**config.mk**
```make
export PLATFORM = sky130hd
export DESIGN_NAME = shim_shutdown_sense_ctrl_flat
export DESIGN_NICKNAME = d
export VERILOG_FILES = /design/src/rtl/shim_shutdown_sense_ctrl_if.sv /design/src/rtl/shim_shutdown_sense_ctrl.sv /design/src/flat_wrapper.sv
export SDC_FILE = /design/constraint.sdc
export NUM_CORES = 1
export LEC_CHECK = 0
export BUFFER_PORTS_ARGS = -buffer_cell sky130_fd_sc_hd__buf_2
export CORE_UTILIZATION = 57
export CTS_BUF_LIST = sky130_fd_sc_hd__clkbuf_4
export CTS_CLUSTER_DIAMETER = 120
export DETAILED_ROUTE_END_ITERATION = 8
export PLACE_DENSITY_LB_ADDON = 0.1
export SKIP_CTS_REPAIR_TIMING = 1
export SLEW_MARGIN = 5
export SYNTH_ARGS = -nofsm -noshare
export SYNTH_HDL_FRONTEND = slang
export SYNTH_SLANG_ARGS = --single-unit
```
**constraint.sdc**
```tcl
create_clock -name clk -period 3.8 [get_ports clk]
set_input_delay 0.38 -clock clk [delete_from_list [all_inputs] [get_ports clk]]
set_output_delay 0.38 -clock clk [all_outputs]
set_load 0.02 [all_outputs]
```
**src/rtl/shim_shutdown_sense_ctrl_if.sv**
```systemverilog
// rtl/shim_shutdown_sense_ctrl_if.sv - control, sense-mux and fault-status bundle for the shutdown sense scanner
// first_fault is present only when SHUTDOWN_SENSE_FIRST_FAULT_EN is defined.
interface shim_shutdown_sense_ctrl_if;
  logic       enable;
  logic [7:0] channel_mask;
  logic       clear;
  logic       sense_pin;
  logic [2:0] sense_sel;
  logic [7:0] fault;
  logic       fault_any;
  logic       fault_irq;
  logic       scan_done;
`ifdef SHUTDOWN_SENSE_FIRST_FAULT_EN
  logic [3:0] first_fault;

  modport master (
    output enable, channel_mask, clear, sense_pin,
    input  sense_sel, fault, fault_any, fault_irq, scan_done, first_fault
  );
  modport slave (
    input  enable, channel_mask, clear, sense_pin,
    output sense_sel, fault, fault_any, fault_irq, scan_done, first_fault
  );
`else
  modport master (
    output enable, channel_mask, clear, sense_pin,
    input  sense_sel, fault, fault_any, fault_irq, scan_done
  );
  modport slave (
    input  enable, channel_mask, clear, sense_pin,
    output sense_sel, fault, fault_any, fault_irq, scan_done
  );
`endif
endinterface

```
**src/rtl/shim_shutdown_sense_ctrl.sv**
```systemverilog
// rtl/shim_shutdown_sense_ctrl.sv - 8-channel muxed shutdown-sense scanner with filtered sticky faults
// Optional first-fault capture enabled by SHUTDOWN_SENSE_FIRST_FAULT_EN.
module shim_shutdown_sense_ctrl #(
  parameter int SETTLE_CYCLES = 4,
  parameter int FILTER_COUNT  = 2
) (
  input  logic                        clk,
  input  logic                        resetn,
  shim_shutdown_sense_ctrl_if.slave   bus
);

  localparam logic [1:0] ST_IDLE   = 2'd0;
  localparam logic [1:0] ST_SETTLE = 2'd1;
  localparam logic [1:0] ST_SAMPLE = 2'd2;

  localparam logic [7:0] SETTLE_RELOAD = 8'(SETTLE_CYCLES - 1);
  localparam logic [3:0] FILTER_MAX    = 4'(FILTER_COUNT);

  logic       sync1_q, sync1_d;
  logic       sync2_q, sync2_d;
  logic [1:0] state_q, state_d;
  logic [7:0] cnt_q, cnt_d;
  logic [2:0] sel_q, sel_d;
  logic [3:0] hit_q [8];
  logic [3:0] hit_d [8];
  logic [7:0] reach_q, reach_d;
  logic [7:0] fault_q, fault_d;
  logic [7:0] fault_base;
  logic       fault_any_q, fault_any_d;
  logic       fault_irq_q, fault_irq_d;
  logic       scan_done_q, scan_done_d;

  always_comb begin
    sync1_d     = bus.sense_pin;
    sync2_d     = sync1_q;
    state_d     = state_q;
    cnt_d       = cnt_q;
    sel_d       = sel_q;
    hit_d       = hit_q;
    reach_d     = '0;
    scan_done_d = 1'b0;

    if (!bus.enable) begin
      state_d = ST_IDLE;
      sel_d   = 3'd0;
      cnt_d   = SETTLE_RELOAD;
      for (int i = 0; i < 8; i++) hit_d[i] = '0;
    end else begin
      case (state_q)
        ST_IDLE: begin
          state_d = ST_SETTLE;
          cnt_d   = SETTLE_RELOAD;
          sel_d   = 3'd0;
        end
        ST_SETTLE: begin
          if (cnt_q == 8'd0) state_d = ST_SAMPLE;
          else               cnt_d   = cnt_q - 8'd1;
        end
        ST_SAMPLE: begin
          for (int i = 0; i < 8; i++) begin
            if (!bus.channel_mask[i]) hit_d[i] = '0;
          end
          // reach fires on every high sample at the threshold, so a channel still
          // asserting after a clear re-latches on its next visit
          if (bus.channel_mask[sel_q]) begin
            if (sync2_q) begin
              if (hit_q[sel_q] < FILTER_MAX) hit_d[sel_q] = hit_q[sel_q] + 4'd1;
              if (hit_d[sel_q] == FILTER_MAX) reach_d[sel_q] = 1'b1;
            end else begin
              hit_d[sel_q] = '0;
            end
          end
          sel_d       = sel_q + 3'd1;
          cnt_d       = SETTLE_RELOAD;
          state_d     = ST_SETTLE;
          scan_done_d = (sel_q == 3'd7);
        end
        default: state_d = ST_IDLE;
      endcase
    end
  end

  // a latch arriving together with clear still sets its bit and raises the irq
  always_comb begin
    fault_base  = bus.clear ? 8'h00 : fault_q;
    fault_d     = fault_base | reach_q;
    fault_any_d = |fault_d;
    fault_irq_d = |(reach_q & ~fault_base);
  end

`ifdef SHUTDOWN_SENSE_FIRST_FAULT_EN
  logic [3:0] first_q, first_d;

  always_comb begin
    first_d = bus.clear ? 4'h0 : first_q;
    if (!first_d[3] && (|reach_q)) begin
      for (int i = 7; i >= 0; i--) begin
        if (reach_q[i]) first_d = {1'b1, 3'(i)};
      end
    end
  end

  always_ff @(posedge clk) begin
    if (!resetn) first_q <= '0;
    else         first_q <= first_d;
  end

  assign bus.first_fault = first_q;
`endif

  always_ff @(posedge clk) begin
    if (!resetn) begin
      sync1_q     <= 1'b0;
      sync2_q     <= 1'b0;
      state_q     <= ST_IDLE;
      cnt_q       <= '0;
      sel_q       <= '0;
      for (int i = 0; i < 8; i++) hit_q[i] <= '0;
      reach_q     <= '0;
      fault_q     <= '0;
      fault_any_q <= 1'b0;
      fault_irq_q <= 1'b0;
      scan_done_q <= 1'b0;
    end else begin
      sync1_q     <= sync1_d;
      sync2_q     <= sync2_d;
      state_q     <= state_d;
      cnt_q       <= cnt_d;
      sel_q       <= sel_d;
      for (int i = 0; i < 8; i++) hit_q[i] <= hit_d[i];
      reach_q     <= reach_d;
      fault_q     <= fault_d;
      fault_any_q <= fault_any_d;
      fault_irq_q <= fault_irq_d;
      scan_done_q <= scan_done_d;
    end
  end

  assign bus.sense_sel = sel_q;
  assign bus.fault     = fault_q;
  assign bus.fault_any = fault_any_q;
  assign bus.fault_irq = fault_irq_q;
  assign bus.scan_done = scan_done_q;

endmodule
```
**src/flat_wrapper.sv**
```systemverilog
// flat-port wrapper written by rule: the top's interface ports become plain ports
module shim_shutdown_sense_ctrl_flat 
#(
  parameter int SETTLE_CYCLES = 4,
  parameter int FILTER_COUNT  = 2
)
  (clk, resetn, bus_enable, bus_channel_mask, bus_clear, bus_sense_pin, bus_sense_sel, bus_fault, bus_fault_any, bus_fault_irq, bus_scan_done);
  shim_shutdown_sense_ctrl_if bus_i ();
  input  logic clk;
  input  logic resetn;
  input wire logic [$bits(bus_i.enable)-1:0] bus_enable;
  input wire logic [$bits(bus_i.channel_mask)-1:0] bus_channel_mask;
  input wire logic [$bits(bus_i.clear)-1:0] bus_clear;
  input wire logic [$bits(bus_i.sense_pin)-1:0] bus_sense_pin;
  output wire logic [$bits(bus_i.sense_sel)-1:0] bus_sense_sel;
  output wire logic [$bits(bus_i.fault)-1:0] bus_fault;
  output wire logic [$bits(bus_i.fault_any)-1:0] bus_fault_any;
  output wire logic [$bits(bus_i.fault_irq)-1:0] bus_fault_irq;
  output wire logic [$bits(bus_i.scan_done)-1:0] bus_scan_done;
  assign bus_i.enable = bus_enable;
  assign bus_i.channel_mask = bus_channel_mask;
  assign bus_i.clear = bus_clear;
  assign bus_i.sense_pin = bus_sense_pin;
  assign bus_sense_sel = bus_i.sense_sel;
  assign bus_fault = bus_i.fault;
  assign bus_fault_any = bus_i.fault_any;
  assign bus_fault_irq = bus_i.fault_irq;
  assign bus_scan_done = bus_i.scan_done;
  shim_shutdown_sense_ctrl #(.SETTLE_CYCLES(SETTLE_CYCLES), .FILTER_COUNT(FILTER_COUNT)) u_core (.clk(clk), .resetn(resetn), .bus(bus_i));
endmodule
```
==> out/qor.csv <==
metric,value,unit
status,finished clean,
grt_use_total,34.5,%
cts_tree,done,
coreArea,6030,µm²
power.density,317,nW/µm²
die_h,81.8,µm
dpl.hpwl,7.71,mm
max_cap_viol_count,0,
cp-startpoint,u_core.bus.sense_sel[0],
cts.sinks,66,
yosys_warnings,0,
synth_cells,446,
grt_pass1_wl,16.9,mm
area_growth,9.37,%
r2r_start,u_core.bus.sense_sel[0],
viasPerCell,6.47,
hp-class,in2reg,
wl_per_cell,19.6,µm
vias,3544,
fp.dieArea,6690,µm²
max_slew_margin,36.7,%
fmax,0.290,GHz
synth_cell_types,55,
synthesis.nets,464,
async_flop_share,0,%
p_switching,0.000337,W
insertion_delay,0.44,ns
setup_viol,0,
remaining_drc_errors,0,
postRouteAntennaNets,0,
final_nets,486,
slew_violations,0,
multiInputGateArea,2130,µm²
worst-setup-path-type,reg2reg,
p_leak,1.45,nW
power.clock.fraction,39.2,%
critPathTopFamily,compound AO/OA/AOI/OAI gates,
dp.cells,532,
cts_buffers,9,
die_x,81.8,µm
num_io_pins,27,
register_area,1320,µm²
worst_pin_slew,0.947,ns
period_minus_slack,3.45,ns
crit_path_end_kind,flip-flop,
p_int,0.000924,W
swShare,26.7,%
critPathBufInv,1,
startpoint_type,flip-flop,
n_fill_cell,529,
path_max_fanout,18,
netlist_area,3630,µm²
slowest_stage,dfxtp_1,
h-tree-depth,3,
grt_max_degree,24,
hp-start,bus_sense_pin,
clk_pin_slew_worst_paths,0.11,ns
fin_crit_sh,90.8,%
tns,0,ns
grt_overflow_total,0,
combPwrFrac,5.3,%
synth-edff-count,0,
cts_buffer_depth,2,
first_iter_violations,261,
drive_above_1_share,16.1,%
max_stage_delay,0.63,ns
fin_skew,0.0115,ns
wirelength,10.7,mm
dr.pass1.iters,5,
hold_viol,0,
cp.required,4.15,ns
cts_root_buffer,clkbuf_4,
postSynthAreaPerCell,8.14,µm²
ys_seq_elements,66,
insertedDiodeCount,0,
worstPathCellList,buf_4 > and3b_4 > a22oi_1 > nand2_2 > ha_1 > maj3_1 > a21oi_1 > o22ai_1 > mux2i_1 > nand4_1 > a211oi_1,
max-vdd-ir-drop,0.000199,V
pwr-share-seq,55.5,%
place_congestion,0.987,
grt_antenna_before_repair,0,
ys_seq_area_share,36.4,%
grt_pass1_vias,3287,
instances_no_fill,548,
initial_core_util,60.3,%
rsz0062_at_grt,false,
portBuffers,26,
synth_ff_type,dfxtp_1,
fp-row-count,28,
worstPathArrival,3.80,ns
path summary, 6_finish.rpt:
kind	endpoint	cells after the start	slack, ns
max	u_core.reach_q[0]	11	0.35
min	u_core.sync1_q	2	0.15
max reg2reg	u_core.reach_q[0]	11	0.35
min reg2reg	u_core.sync2_q	1	0.44
per-layer routing:
metal / vias up / wire [µm] / track usage, % / share of wire [%]
met1: 1661 / 4640 / 44.6 / 43
met5: - / 0 / 0 / 0
met3: 40 / 992 / 8.44 / 9.2
met4: 0 / 330 / 17.9 / 3.1
met2: 178 / 4770 / 53.1 / 44
li1: 1665 / - / - / -
kinds of logic (layout without fill, tap and decap cells):
logic type | after synthesis | count (layout) | synth area share (%)
compound gates | 119 | 119 | 20.3
xor+xnor | 4 | 4 | 0.965
fa+ha+maj | 6 | 6 | 2.00
buf+inv | 42 | 69 | 4.96
flops | 66 | 66 | 36.4
mux | 18 | 18 | 7.68
simple gates | 191 | 191 | 27.7
registers in the layout, summed over array words and instances (netlist names):
name and count:
u_core.hit_q 32, u_core.bus.fault 8, u_core.cnt_q 8, u_core.reach_q 8, u_core.bus.sense_sel 3, u_core.state_q 2, u_core.bus.fault_any 1, u_core.bus.fault_irq 1
u_core.bus.scan_done 1, u_core.sync1_q 1, u_core.sync2_q 1
power by group through the flow:
stage	logic (W)	clock network [W]	registers (W)
floorplan	0.0000402	0	0.000713
global placement	0.0000631	0	0.000715
detailed placement	0.0000645	0	0.000715
CTS	0.0000649	0.000504	0.000699
global route	0.0000724	0.000530	0.000700
finish	0.0000671	0.000494	0.000699
through the flow:
step                setup WS [ns]  total power [W]  hold WS, ns  cell area [µm²]  util [%]
finish                      0.350          0.00126        0.151             3970      65.9
global route                0.221          0.00130        0.151             3970      65.9
CTS                         0.443          0.00127        0.144             3970      65.9
detailed placement          0.476         0.000779        0.425             3820      63.5
global placement            0.613         0.000778        0.416             3820      63.5
floorplan                   0.617         0.000753        0.412             3630         -
Yosys cell counts (6+ instances only):
| cell type | instances | area (µm²) |
|---|---|---|
| nand2b_1 | 17 | 106 |
| nor2_1 | 25 | 93.8 |
| and3_1 | 7 | 43.8 |
| clkbuf_1 | 18 | 67.6 |
| o21ai_0 | 35 | 175 |
| o31ai_1 | 8 | 60.1 |
| nand3_1 | 23 | 115 |
| dfxtp_1 | 66 | 1320 |
| and2_1 | 14 | 87.6 |
| nand4_1 | 7 | 43.8 |
| nor4_1 | 8 | 50.1 |
| a21oi_1 | 27 | 135 |
| mux2_2 | 6 | 67.6 |
| nand2_1 | 55 | 206 |
| a21boi_0 | 12 | 90.1 |
| mux4_2 | 6 | 135 |
| nor3_1 | 8 | 40.0 |
| inv_1 | 14 | 52.6 |
| o22ai_1 | 8 | 50.1 |
cell usage in the layout, fill, tap and decap left out, types with 9 or more instances in the layout:
cell type and instances:
nand2_1 55, buf_4 13, clkbuf_4 9, a21boi_0 12, nand3_1 23, o21ai_0 35
buf_2 26, nand2b_1 17, nor2_1 25, inv_1 14, and2_1 14, dfxtp_1 66
a21oi_1 27
cell type report:
cell class	instances	area share, %
clock inverters	7	1.98
multi-input cells	338	53.6
well taps	75	2.36
flip-flops and latches	66	33.3
inverters	14	1.32
repair buffers	39	5.73
clock buffers	9	1.70
worst reg2reg max path, cell delays in order (launching register included):
cell	delay, ns
dfxtp_1	0.63
buf_4	0.33
and3b_4	0.26
a22oi_1	0.22
nand2_2	0.14
ha_1	0.32
maj3_1	0.38
a21oi_1	0.15
o22ai_1	0.09
mux2i_1	0.25
nand4_1	0.33
a211oi_1	0.29
Note: power is estimated with default switching activity, not from simulation.
